--- src/rtl/hdlc_rx_deframer_pkg.sv ---
// hdlc_pkg: constants and types shared by the HDLC transmit and receive paths.
//   FLAG_PATTERN : frame delimiter octet 0x7E
//   STUFF_RUN    : run of 1s after which the transmitter inserts a 0
//   ABORT_RUN    : run of 1s that signals an abort
//   rx_state_t   : receive deframer states
package hdlc_pkg;

  localparam logic [7:0] FLAG_PATTERN = 8'h7E;
  localparam logic [2:0] STUFF_RUN    = 3'd5;
  localparam logic [2:0] ABORT_RUN    = 3'd7;

  typedef enum logic [1:0] {
    HUNT,
    FLAG,
    FRAME
  } rx_state_t;

endpackage

--- src/rtl/hdlc_rx_deframer_if.sv ---
// hdlc_rx_deframer_if: serial receive line plus deframer event/data outputs.
//   Rx, RxEN         : serial bit and its sampling strobe
//   Rx_FlagDetect    : flag pulse
//   Rx_AbortDetect   : in-frame abort pulse
//   Rx_ValidFrame    : frame body in progress
//   Rx_StartFrame    : first byte of frame pulse
//   Rx_NewByte       : Rx_Data valid pulse
//   Rx_Data          : assembled byte
//   Rx_EndFrame      : closing flag pulse
//   Rx_FrameError    : bad frame, with Rx_EndFrame
// master = line driver / byte consumer, slave = deframer.
interface hdlc_rx_deframer_if;

  logic       Rx;
  logic       RxEN;
  logic       Rx_FlagDetect;
  logic       Rx_AbortDetect;
  logic       Rx_ValidFrame;
  logic       Rx_StartFrame;
  logic       Rx_NewByte;
  logic [7:0] Rx_Data;
  logic       Rx_EndFrame;
  logic       Rx_FrameError;

  modport master (
    output Rx, RxEN,
    input  Rx_FlagDetect, Rx_AbortDetect, Rx_ValidFrame, Rx_StartFrame,
    input  Rx_NewByte, Rx_Data, Rx_EndFrame, Rx_FrameError
  );

  modport slave (
    input  Rx, RxEN,
    output Rx_FlagDetect, Rx_AbortDetect, Rx_ValidFrame, Rx_StartFrame,
    output Rx_NewByte, Rx_Data, Rx_EndFrame, Rx_FrameError
  );

endinterface

--- src/rtl/hdlc_rx_deframer_flag_detect.sv ---
// hdlc_rx_flag_detect: raw 8-bit window over the Rx line, flag and abort
// detection, and the delayed data-bit stream fed to the destuffer.
//   Clk, Rst  : clock, synchronous active-high reset
//   RxEN, Rx  : bit strobe and serial bit
//   flagHit   : window equals 0x7E after this shift (combinational)
//   abortHit  : this bit is the 7th consecutive 1 (combinational)
//   dBitValid : dBit is a frame data bit on this edge (combinational)
//   dBit      : delayed data bit
import hdlc_pkg::*;

module hdlc_rx_flag_detect (
  input  logic Clk,
  input  logic Rst,
  input  logic RxEN,
  input  logic Rx,
  output logic flagHit,
  output logic abortHit,
  output logic dBitValid,
  output logic dBit
);

  logic [7:0] window, windowNext;
  logic [2:0] onesCnt, onesNext;
  logic [3:0] validCnt, validNext;
  logic       flagMatch;

  // Once the post-shift count reaches 8 the whole window is frame data and
  // W[0] is released; it already has 7 newer bits behind it, enough to rule
  // out it starting a flag or abort. The bit released on an abort edge is
  // still data; on a flag edge W[0] is the flag's own first bit.
  always_comb begin
    windowNext = {Rx, window[7:1]};
    flagMatch  = (windowNext == FLAG_PATTERN);
    flagHit    = RxEN && flagMatch;
    abortHit   = RxEN && Rx && (onesCnt == ABORT_RUN - 3'd1);
    onesNext   = Rx ? ((onesCnt == ABORT_RUN) ? onesCnt : onesCnt + 3'd1) : '0;
    if (flagHit || abortHit) begin
      validNext = '0;
    end else begin
      validNext = (validCnt == 4'd8) ? validCnt : validCnt + 4'd1;
    end
    dBitValid  = RxEN && !flagMatch && (validCnt >= 4'd7);
    dBit       = windowNext[0];
  end

  always_ff @(posedge Clk) begin
    if (Rst) begin
      window   <= '0;
      onesCnt  <= '0;
      validCnt <= '0;
    end else if (RxEN) begin
      window   <= windowNext;
      onesCnt  <= onesNext;
      validCnt <= validNext;
    end
  end

endmodule

--- src/rtl/hdlc_rx_deframer.sv ---
// hdlc_rx_deframer: HDLC receive deframer top level. Destuffs the delayed bit
// stream, assembles LSB-first bytes and runs the HUNT/FLAG/FRAME machine.
//   Clk  : clock, rising edge
//   Rst  : synchronous active-high reset
//   rxIf : slave side of hdlc_rx_deframer_if (Rx/RxEN in, events/data out)
// Parameter MIN_BYTES: minimum bytes for an error-free frame.
import hdlc_pkg::*;

module hdlc_rx_deframer #(
  parameter int unsigned MIN_BYTES = 1
) (
  input  logic                Clk,
  input  logic                Rst,
  hdlc_rx_deframer_if.slave   rxIf
);

  logic flagHit, abortHit, dBitValid, dBit;

  hdlc_rx_flag_detect u_flagDetect (
    .Clk       (Clk),
    .Rst       (Rst),
    .RxEN      (rxIf.RxEN),
    .Rx        (rxIf.Rx),
    .flagHit   (flagHit),
    .abortHit  (abortHit),
    .dBitValid (dBitValid),
    .dBit      (dBit)
  );

  rx_state_t  state, stateNext;
  logic       validFrame, validFrameNext;
  logic       flagDetect, flagDetectNext;
  logic       abortDetect, abortDetectNext;
  logic       startFrame, startFrameNext;
  logic       newByte, newByteNext;
  logic       endFrame, endFrameNext;
  logic       frameError, frameErrorNext;
  logic [7:0] dataReg, dataNext;
  logic [7:0] shiftReg, shiftNext;
  logic [2:0] bitCnt, bitNext;
  logic [7:0] byteCnt, byteNext;
  logic [2:0] stuffCnt, stuffNext;
  logic       keepBit, assembleEn, byteDone;

  always_comb begin
    stateNext       = state;
    validFrameNext  = validFrame;
    flagDetectNext  = 1'b0;
    abortDetectNext = 1'b0;
    startFrameNext  = 1'b0;
    newByteNext     = 1'b0;
    endFrameNext    = 1'b0;
    frameErrorNext  = 1'b0;
    dataNext        = dataReg;
    shiftNext       = shiftReg;
    bitNext         = bitCnt;
    byteNext        = byteCnt;
    stuffNext       = stuffCnt;

    keepBit    = dBitValid && !(!dBit && (stuffCnt == STUFF_RUN));
    assembleEn = keepBit && ((state == FRAME) || ((state == FLAG) && !abortHit));
    byteDone   = assembleEn && (bitCnt == 3'd7);

    if (dBitValid) begin
      stuffNext = dBit ? ((stuffCnt == 3'd7) ? stuffCnt : stuffCnt + 3'd1) : '0;
    end

    if (assembleEn) begin
      shiftNext = {dBit, shiftReg[7:1]};
      bitNext   = bitCnt + 3'd1;
      if (byteDone) begin
        dataNext       = {dBit, shiftReg[7:1]};
        newByteNext    = 1'b1;
        startFrameNext = (byteCnt == '0);
        byteNext       = (byteCnt == 8'hFF) ? byteCnt : byteCnt + 8'd1;
      end
    end

    case (state)
      HUNT: begin
        if (flagHit) begin
          stateNext      = FLAG;
          flagDetectNext = 1'b1;
        end
      end
      FLAG: begin
        if (flagHit) begin
          flagDetectNext = 1'b1;
        end else if (abortHit) begin
          stateNext = HUNT;
        end else if (dBitValid) begin
          stateNext      = FRAME;
          validFrameNext = 1'b1;
        end
      end
      FRAME: begin
        if (flagHit) begin
          stateNext      = FLAG;
          flagDetectNext = 1'b1;
          endFrameNext   = 1'b1;
          validFrameNext = 1'b0;
          frameErrorNext = (bitCnt != '0) || (32'(byteCnt) < MIN_BYTES);
        end else if (abortHit) begin
          stateNext       = HUNT;
          abortDetectNext = 1'b1;
          validFrameNext  = 1'b0;
        end
      end
      default: stateNext = HUNT;
    endcase

    // Delimiters restart the frame bookkeeping; a byte finished by the last
    // data bit on an abort edge has already been reported above.
    if (flagHit || abortHit) begin
      shiftNext = '0;
      bitNext   = '0;
      byteNext  = '0;
      stuffNext = '0;
    end
  end

  always_ff @(posedge Clk) begin
    if (Rst) begin
      state       <= HUNT;
      validFrame  <= 1'b0;
      flagDetect  <= 1'b0;
      abortDetect <= 1'b0;
      startFrame  <= 1'b0;
      newByte     <= 1'b0;
      endFrame    <= 1'b0;
      frameError  <= 1'b0;
      dataReg     <= '0;
      shiftReg    <= '0;
      bitCnt      <= '0;
      byteCnt     <= '0;
      stuffCnt    <= '0;
    end else begin
      state       <= stateNext;
      validFrame  <= validFrameNext;
      flagDetect  <= flagDetectNext;
      abortDetect <= abortDetectNext;
      startFrame  <= startFrameNext;
      newByte     <= newByteNext;
      endFrame    <= endFrameNext;
      frameError  <= frameErrorNext;
      dataReg     <= dataNext;
      shiftReg    <= shiftNext;
      bitCnt      <= bitNext;
      byteCnt     <= byteNext;
      stuffCnt    <= stuffNext;
    end
  end

  assign rxIf.Rx_FlagDetect  = flagDetect;
  assign rxIf.Rx_AbortDetect = abortDetect;
  assign rxIf.Rx_ValidFrame  = validFrame;
  assign rxIf.Rx_StartFrame  = startFrame;
  assign rxIf.Rx_NewByte     = newByte;
  assign rxIf.Rx_Data        = dataReg;
  assign rxIf.Rx_EndFrame    = endFrame;
  assign rxIf.Rx_FrameError  = frameError;

endmodule

--- src/flat_wrapper.sv ---
// flat-port wrapper written by rule: the top's interface ports become plain ports
module hdlc_rx_deframer_flat 
#(
  parameter int unsigned MIN_BYTES = 1
)
  (Clk, Rst, rxIf_Rx, rxIf_RxEN, rxIf_Rx_FlagDetect, rxIf_Rx_AbortDetect, rxIf_Rx_ValidFrame, rxIf_Rx_StartFrame, rxIf_Rx_NewByte, rxIf_Rx_Data, rxIf_Rx_EndFrame, rxIf_Rx_FrameError);
  hdlc_rx_deframer_if rxIf_i ();
  input  logic Clk;
  input  logic Rst;
  input wire logic [$bits(rxIf_i.Rx)-1:0] rxIf_Rx;
  input wire logic [$bits(rxIf_i.RxEN)-1:0] rxIf_RxEN;
  output wire logic [$bits(rxIf_i.Rx_FlagDetect)-1:0] rxIf_Rx_FlagDetect;
  output wire logic [$bits(rxIf_i.Rx_AbortDetect)-1:0] rxIf_Rx_AbortDetect;
  output wire logic [$bits(rxIf_i.Rx_ValidFrame)-1:0] rxIf_Rx_ValidFrame;
  output wire logic [$bits(rxIf_i.Rx_StartFrame)-1:0] rxIf_Rx_StartFrame;
  output wire logic [$bits(rxIf_i.Rx_NewByte)-1:0] rxIf_Rx_NewByte;
  output wire logic [$bits(rxIf_i.Rx_Data)-1:0] rxIf_Rx_Data;
  output wire logic [$bits(rxIf_i.Rx_EndFrame)-1:0] rxIf_Rx_EndFrame;
  output wire logic [$bits(rxIf_i.Rx_FrameError)-1:0] rxIf_Rx_FrameError;
  assign rxIf_i.Rx = rxIf_Rx;
  assign rxIf_i.RxEN = rxIf_RxEN;
  assign rxIf_Rx_FlagDetect = rxIf_i.Rx_FlagDetect;
  assign rxIf_Rx_AbortDetect = rxIf_i.Rx_AbortDetect;
  assign rxIf_Rx_ValidFrame = rxIf_i.Rx_ValidFrame;
  assign rxIf_Rx_StartFrame = rxIf_i.Rx_StartFrame;
  assign rxIf_Rx_NewByte = rxIf_i.Rx_NewByte;
  assign rxIf_Rx_Data = rxIf_i.Rx_Data;
  assign rxIf_Rx_EndFrame = rxIf_i.Rx_EndFrame;
  assign rxIf_Rx_FrameError = rxIf_i.Rx_FrameError;
  hdlc_rx_deframer #(.MIN_BYTES(MIN_BYTES)) u_core (.Clk(Clk), .Rst(Rst), .rxIf(rxIf_i));
endmodule
--- config.mk ---
export PLATFORM = sky130hd
export DESIGN_NAME = hdlc_rx_deframer_flat
export DESIGN_NICKNAME = d
export VERILOG_FILES = /design/src/rtl/hdlc_rx_deframer_pkg.sv /design/src/rtl/hdlc_rx_deframer_if.sv /design/src/rtl/hdlc_rx_deframer_flag_detect.sv /design/src/rtl/hdlc_rx_deframer.sv /design/src/flat_wrapper.sv
export SDC_FILE = /design/constraint.sdc
export NUM_CORES = 1
export LEC_CHECK = 0
export CAP_MARGIN = 20
export CORE_ASPECT_RATIO = 0.75
export CORE_MARGIN = 4
export CORE_UTILIZATION = 50
export CTS_BUF_LIST = sky130_fd_sc_hd__clkbuf_4 sky130_fd_sc_hd__clkbuf_8
export CTS_CLUSTER_SIZE = 16
export DETAILED_ROUTE_END_ITERATION = 12
export PLACE_DENSITY = 0.7
export SLEW_MARGIN = 0
export SYNTH_ARGS = -nofsm -noshare
export SYNTH_HDL_FRONTEND = slang
export SYNTH_SLANG_ARGS = --single-unit
--- constraint.sdc ---
create_clock -name Clk -period 2.67 [get_ports Clk]
set_input_delay 0.4005 -clock Clk [delete_from_list [all_inputs] [get_ports Clk]]
set_output_delay 0.4005 -clock Clk [all_outputs]
set_load 0.01 [all_outputs]
Word level (Yosys, flattened, before mapping)
Cells that the tools add are included.

storage, ports and cells
  flip-flop bits (word level) = 54
  input port bits = 4
  logic and storage cells = 106

cells by class
  add/sub/neg operators = 5
  $lt $le $gt $ge = 2
  equality and inequality tests = 19
  muxes and demuxes = 22
  bitwise operators = 6
  reductions and logical operators = 36

operators by type and width
  operator                                                     number
  == test 3 bit (second input constant)                        5
  two-way mux 2 bit                                            6
  two-way mux 3 bit                                            4
  OR reduction 3 bit                                           4
  logical AND 1 bit                                            10
  adder 3 x 1 -> 3 bit (second input constant)                 3
  adder 8 x 1 -> 8 bit (second input constant)                 1
  == test 8 x 7 -> 1 bit (second input constant)               1
  == test 8 bit (second input constant)                        1
  zero test 8 bit                                              1
  less-than comparator 8 x 1 -> 1 bit (second input constant)  1
  two-way mux 1 bit                                            8
  two-way mux 4 bit                                            2
  != test 2 bit (second input constant)                        4
  AND reduction 2 bit                                          4
  OR reduction 2 bit                                           4
  != test 2 x 1 -> 1 bit (second input constant)               3
  != test 3 x 1 -> 1 bit (second input constant)               2
  inverter 1 bit                                               6
  case mux 2 bit (3 select lines)                              1
  AND reduction 5 bit                                          1
  adder 4 x 1 -> 4 bit (second input constant)                 1
  == test 4 bit (second input constant)                        1
  >= comparator 4 x 3 -> 1 bit (second input constant)         1
  10 further kinds                                             15

Depth between registers and ports, before layout
  depth after elaboration = 9
  mapped depth = 8
  gate-level depth less buffers = 7

Hierarchy
Synthesis repeated with hierarchy kept, for this count alone.

unflattened totals
  cells, all modules = 254
  area, all modules = 2359.8 um2

modules (own cells, without submodules)
  module               instances  cells an instance  area an instance (um2)  seq. area each (um2)
  hdlc_rx_deframer     1          174                1632.8                  760.7
  hdlc_rx_flag_detect  1          80                 726.9                   280.3

Worst setup path after synthesis
OpenSTA, ideal clock, no wires.

  path type = input-to-reg
  start = input rxIf_RxEN
  end = register u_core.byteCnt[2]
  arrival = 1.817 ns
  data required time = 2.555 ns
  slack = 0.737 ns
  stages on the path = 8
  path buffers = 3
  path through = clkbuf_1 inv_1 a211o_1 buf_6 nor4_4 buf_6 nand4_1 and3_1

on the way
  cells in the longest elaborated chain, start to end = 8
  elaborated cells between the ends (all ways) = 14
  those cells by class = 14 x reduce/logical

RTL lines
  item                                  RTL line                            text
  from (decl)                           flat_wrapper.sv:11                  input wire logic [$bits(rxIf_i.RxEN)-1:0] rxIf_RxEN;
  logical AND 1 bit (2 in a row)        hdlc_rx_deframer_flag_detect.sv:35  abortHit = RxEN && Rx && (onesCnt == ABORT_RUN - 3'd1);
  zero test 1 bit                       hdlc_rx_deframer.sv:61              assembleEn = keepBit && ((state == FRAME) || ((state == FLAG) && !abortHit));
  logical AND 1 bit                     hdlc_rx_deframer.sv:61
  logical OR 1 bit                      hdlc_rx_deframer.sv:61
  logical AND 1 bit                     hdlc_rx_deframer.sv:61
  logical AND 1 bit                     hdlc_rx_deframer.sv:62              byteDone = assembleEn && (bitCnt == 3'd7);
  AND reduction 3 bit (no source line)  --
  to (signal assigned)                  hdlc_rx_deframer.sv:149             byteCnt <= byteNext;
  to (decl)                             hdlc_rx_deframer.sv:41              logic [7:0] byteCnt, byteNext;

Several ways; a longest one is shown, not always the timed one.
A chain may end at the register's enable or synchronous reset.

Worst setup path after layout
  start = input rxIf_Rx
  end = register u_core.byteCnt[2]

on the way
  cells in the longest elaborated chain, start to end = 8
  elaborated cells between the ends (all ways) = 16
  those cells by class = 1 x eq/ne; 15 x reduce/logical

RTL lines
  item                                                                RTL line                                                                text
  from (decl)                                                         flat_wrapper.sv:10                                                      input wire logic [$bits(rxIf_i.Rx)-1:0] rxIf_Rx;
  == test 8 x 7 -> 1 bit / logical AND 1 bit (equally long branches)  hdlc_rx_deframer_flag_detect.sv:33, hdlc_rx_deframer_flag_detect.sv:35
  zero test 1 bit / logical AND 1 bit (equally long branches)         hdlc_rx_deframer_flag_detect.sv:42, hdlc_rx_deframer_flag_detect.sv:35
  logical AND 1 bit / zero test 1 bit (equally long branches)         hdlc_rx_deframer_flag_detect.sv:42, hdlc_rx_deframer.sv:61
  logical AND 1 bit, on equally long branches                         hdlc_rx_deframer_flag_detect.sv:42, hdlc_rx_deframer.sv:61
  logical AND 1 bit / logical OR 1 bit (equally long branches)        hdlc_rx_deframer.sv:60, hdlc_rx_deframer.sv:61
  logical AND 1 bit                                                   hdlc_rx_deframer.sv:61
  logical AND 1 bit                                                   hdlc_rx_deframer.sv:62
  AND reduction 3 bit (no source line)                                --

Several ways; a longest one is shown, not always the timed one.

==> impl_metrics.ini <==
[placed_design]
dp_hpwl_um = 3144
gp_congestion = 0.8650
io_buffers = 18

[logic_synthesis]
synth_simple_gate_area_frac = 0.2240
ys_seq_area_frac = 0.4225
ys_top_cells_by_count = 52 x dfxtp_1, 42 x nor2_1, 27 x mux2i_1, 25 x nand2_1
async_flop_share = 0
syn_avg_cell_area_um2 = 9.262
synthCells = 266
synth_mux_area_frac = 0.1097
synth.net_count = 287
synth_area_mm2 = 0.002464
ys_ff_latch = 52
synth_top_area_share = 0.4225
synth-xor-area-share = 0.01067
synth.largest_area_cell = dfxtp_1
synth_top_flop_cell = dfxtp_1
synth_warnings = 0
synth_enable_flop_cells = 0
synthAdderAreaFrac = 0.08634
synth_compound_area_frac = 0.09345
synth.distinct_cells = 44
yosysMostFrequentCell = dfxtp_1
netlist_top_cells_area = dfxtp_1 42%, mux2i_1 11%, ha_1 8.6%
synth_top_family_by_area = simple AND/OR/NAND/NOR gates

[cts]
clock_latency_ns = 0.31
htreeDepth = 2
clk_pin_slew_ns = 0.09
cts_tree = yes
root_buffer = clkbuf_8
cts_buffers = 5
clock_sinks = 52
post_cts_resize_count = 0
cts_buffer_depth = 2
holdBufCountCts = 0
cts_setup_buffers = 0

[finish]
antennaDiodeCount = 0
drive_gt1_frac = 0.09343
syn_to_final_growth_pct = 15.08
layout.nets = 309
fillers = 396

[die]
die_x_um = 89.06
die_area_mm2 = 0.006126
num_rows = 21
die_h_um = 68.79
coreArea_mm2 = 0.004598
io_pins = 19
initial_core_util = 0.5358

[sta]
whs_ns = 0.5025
worst_slew_pin_slew_ns = 0.5285
relSlewSlack = 0.6460
max_freq_ghz = 0.4694
fin_setup_tns_ns = 0
final-setup-viol-count = 0
rsz0062_at_grt = no
fin_crit_sh = 0.7978
drv_slew = 0
fin_crit_ns = 2.130
final_hold_viol_count = 0
fin_skew_ns = 0.007861

[job]
cap_violations = 0

[grt]
grt_max_degree = 30
track_usage = 0.1682
antenna_found_initial = 0
grt_pass1_wl_um = 7886
grt_overflow = 0
grt_pass1_vias = 1675

[worst_setup_path]
endpoint_kind = flop
crit_required_ns = 2.88
r2r-start = u_core.u_flagDetect.window[1]
crit_arrival_ns = 2.34
cp_max_fo = 21
path_class = in2reg
cp-start-kind = primary input
critPathLaunch = rxIf_Rx

[route]
drtAntennaViolNets = 0
totalWireLength_um = 4601
drtIter0Drc = 79
avgViaCountPerCell = 5.347
num_vias = 1850
dr.pass1.iters = 4
drc = 0
wire_per_inst_um = 13.30

[worst_hold_path]
min_from = u_core.byteCnt[5]
holdCritPathClass = reg2reg

[status]
status = completed

[power_and_ir_drop]
irDropWorstVdd_v = 0.0002553
p_per_area_mw_per_mm2 = 493.8
p_leak_uw = 0.001095
[cells in the final DEF (no fill, tap or decap), types with 4 or more instances in the layout]
master	n
nand2_1	25
nand4_1	9
nor3_1	8
and2_1	4
ha_1	17
clkdlybuf4s50_1	18
dfxtp_1	52
inv_1	17
a21oi_1	9
buf_4	7
mux2i_1	27
clkbuf_8	5
nor2_1	42
a22oi_1	4
[power breakdown]
part           switching [uW]  total (uW)  internal, uW
logic                    30.3        50.7          20.4
clock network             281         564           283
registers                4.92         785           780
total                     317        1400          1080
[per-stage QoR]
| stage | utilization | setup slack (ns) | power [uW] | area [um^2] | instances |
|---|---|---|---|---|---|
| global placement | 0.5916 | 0.2755 | 852.7 | 2720 | 338 |
| floorplan | - | 0.7372 | 835.7 | 2464 | 266 |
| CTS | 0.6166 | 0.5575 | 1409 | 2835 | 346 |
| global route | 0.6166 | 0.4567 | 1447 | 2835 | 346 |
| detailed placement | 0.5916 | 0.2209 | 853.6 | 2720 | 338 |
| finish | 0.6166 | 0.5398 | 1400 | 2835 | 346 |
[path summary, 6_finish.rpt]
kind	to	slack, ns	cells after the start
hold reg to reg	u_core.byteCnt[5]	0.50	2
hold / removal	u_core.byteCnt[5]	0.50	2
setup / recovery	u_core.byteCnt[2]	0.54	7
setup reg to reg	u_core.byteCnt[2]	0.59	6
[logic make-up (layout without fill, tap and decap cells)]
| group | after synthesis | after routing |
|---|---|---|
| compound gates | 32 | 32 |
| xor+xnor | 3 | 3 |
| fa+ha+maj | 17 | 17 |
| buf+inv | 28 | 51 |
| flops | 52 | 52 |
| mux | 27 | 27 |
| simple gates | 107 | 107 |
[final cells by class]
type / count / area [um^2] / area share
clock inverter: 3 / 46.29 / 0.01633
sequential: 52 / 1041 / 0.3672
multi-input combinational: 186 / 1291 / 0.4554
clock buffer: 5 / 68.82 / 0.02427
inverter: 17 / 63.81 / 0.02251
timing repair buffer: 26 / 252.7 / 0.08914
tap: 57 / 71.32 / 0.02515
[critical path: stages]
cell,delay [ns]
clkdlybuf4s50_1,0.48
and4bb_4,0.25
a211o_1,0.36
nor4_4,0.34
buf_12,0.21
nand4_1,0.10
and3_1,0.19
[per-layer routing]
metal / part of all wire / track usage
met3: 0.035 / 0.03919
met5: 0 / 0
met4: 0.013 / 0.07249
met2: 0.40 / 0.2444
met1: 0.55 / 0.2382
[registers in the layout (all words and copies together) (netlist names), 2 cells and up]
register,cells
u_core.byteCnt,8
u_core.rxIf.Rx_Data,8
u_core.shiftReg,7
u_core.u_flagDetect.window,7
u_core.u_flagDetect.validCnt,4
u_core.bitCnt,3
u_core.stuffCnt,3
u_core.u_flagDetect.onesCnt,3
u_core.state,2
Note: power is estimated with default switching activity, not from simulation.
==> RTL edit: new RTL, config.mk and constraints unchanged <==
Re-encode `rx_state_t` (3 states) as one-hot, 3 bits wide.
--- a/src/rtl/hdlc_rx_deframer_pkg.sv
+++ b/src/rtl/hdlc_rx_deframer_pkg.sv
@@ -11,6 +11,6 @@
 
-  typedef enum logic [1:0] {
-    HUNT,
-    FLAG,
-    FRAME
+  typedef enum logic [2:0] {
+    HUNT  = 3'b001,
+    FLAG  = 3'b010,
+    FRAME = 3'b100
   } rx_state_t;
Function: no difference found for any inputs over 10 cycles, from zero or initial values and one cycle with Rst high; not proved beyond that.
==> RTL edit against the original RTL <==
  * Synthesized cell count grew 6.0%
  * Design area shrank 2.2%
  * Sequential power grew 2%
  * Critical endpoint is now u_core.byteCnt[5]
  * Clock skew shrank 0.00067 ns
  * Power shrank 5.3%
  * Sequential cell count grew 1
  * Worst setup slack gained 0.029 ns
  * Routed wire length grew 6.0%
  * Global-route usage grew 0.72 points
  * Synthesized area shrank 1.1%
  * Largest cell class unchanged
  * Highest routed layer unchanged
==> RTL edit: results (changes against the original RTL) <==
- Arr. time, crit path: 2.31 ns (-0.03 ns)
- Post-Synth XOR/XNOR Area: 1.08% (+0.011 points)
- Synth cell count leaders: 53 x dfxtp_1, 39 x nand2_1, 21 x a21oi_1
- Met1 WL: 2730 um (+7.9%)
- Hold Buf Count CTS: 0 (unchanged)
- Detailed Place HPWL: 3430 um (+9.2%)
- Routed WL per cell: 13.6 um (+2.1%)
- Unique cell type count in the Yosys netlist: 49 (+11%)
- Internal power contribution: 1000 uW (-7.3%)
- Worst slew margin: 59.1% (-5.5 points)
- Final setup skew: 0.00720 ns (-0.000665 ns)
- Cells after DPL: 351 (+3.8%)
- DR WL met2: 1890 um (+2.7%)
- Mux contribution to synthesized area: 3.70% (-7.3 points)
- Met1 usage: 26.3% (+2.5 points)
- Largest net degree at the start of global routing: 23 (-23%)
- Final net count: 318 (+2.9%)
- Reg2Reg Setup Slack: 0.65 ns (+0.06 ns)
- Post-Syn Nets: 299 (+4.2%)
- Reg2reg end: u_core.byteCnt[6]
- Placed inst area: 2680 um^2 (-1.4%)
- Ranking of synthesized cells by area: dfxtp_1 44%, ha_1 6.7%, nand2_1 6.0%
- Global-route track usage on met2: 23.0% (-1.5 points)
- Hold endpoint: u_core.rxIf.Rx_Data[4]
- GRT Util Overall: 17.5% (+0.72 points)
- Leakage power: 0.00105 uW (-3.9%)
- Hold wc startpoint: u_core.rxIf.Rx_Data[4]
- Bufs on Longest Clock Path: 2 (unchanged)
- Fin cells: 359 (+3.8%)
- Reg2reg start: u_core.stuffCnt[1]
- Vias in the first global route: 1713 (+2.3%)
- Clock share of power: 35.1% (-5.2 points)
- Post-synthesis compound-gate area fraction: 15.7% (+6.4 points)
- Seq/Total Area, Yosys: 43.5% (+1.3 points)
- Crit Path Max Fanout: 11 (-48%)
- Post-Synth Adder-Cell Area: 6.67% (-2.0 points)
- Grt met3 use: 4.57% (+0.65 points)
- Met3 wire len: 173 um (+6.1%)
- Routability cong.: 0.832 (-3.8%)
- Status: complete, no violations
- Routed vias: 1958 (+5.8%)
- Layout cell share with drive strength beyond 1: 7.62% (-1.7 points)
- Power Sequential: 802 uW (+2%)
- Global-route wire length before repair: 8140 um (+3.2%)
- Iteration-0 DRC count of the detailed router: 85 (+7.6%)
==> RTL edit: cell types whose count changed after synthesis, sizes merged, moves of 3 or more <==
cell and delta:
a211o -4, a21oi +13, clkbuf +3, ha -4, inv -4, mux2i -18
nand2 +14, nand3 +14, nand4 -7, nand4b +5, nor2 -25, o21ai +18
==> RTL edit: cell type report <==
type                            instances  area, um^2
Clock buffer                            5        68.8
Clock inverter                          3        22.5
Fill cell                             408        1800
Inverter                               13        48.8
Multi-Input combinational cell        202        1260
Sequential cell                        53        1060
Tap cell                               57        71.3
Timing Repair Buffer                   26         240
==> RTL edit: worst max-delay path: stages <==
cell	delay, ns
clkdlybuf4s50_1	0.68
buf_4	0.28
inv_1	0.10
o311ai_1	0.38
buf_4	0.27
or2_2	0.13
mux2i_1	0.06
==> RTL edit: how the worst max path moves through the flow <==
stage / slack, ns / startpoint / cells after the start / to
2_1_floorplan: 0.84 / u_core.u_flagDetect.onesCnt[0] / 8 / u_core.byteCnt[4]
4_1_cts: 0.55 / rxIf_RxEN / 8 / u_core.byteCnt[2]
6_report: 0.57 / rxIf_RxEN / 7 / u_core.byteCnt[5]
3_5_place_dp: 0.21 / rxIf_Rx / 6 / u_core.byteCnt[6]
5_1_grt: 0.37 / rxIf_RxEN / 8 / u_core.byteCnt[2]
3_3_place_gp: 0.27 / rxIf_Rx / 6 / u_core.byteCnt[6]
==> RTL edit: metrics by stage <==
step / hold slack (ns) / total power (uW) / utilization, % / worst slack (ns)
floorplan: 0.432 / 858 / - / 0.844
CTS: 0.461 / 1340 / 60.7 / 0.552
detailed placement: 0.447 / 878 / 58.7 / 0.206
finish: 0.460 / 1330 / 60.7 / 0.569
global placement: 0.445 / 878 / 58.7 / 0.268
global route: 0.484 / 1370 / 60.7 / 0.372
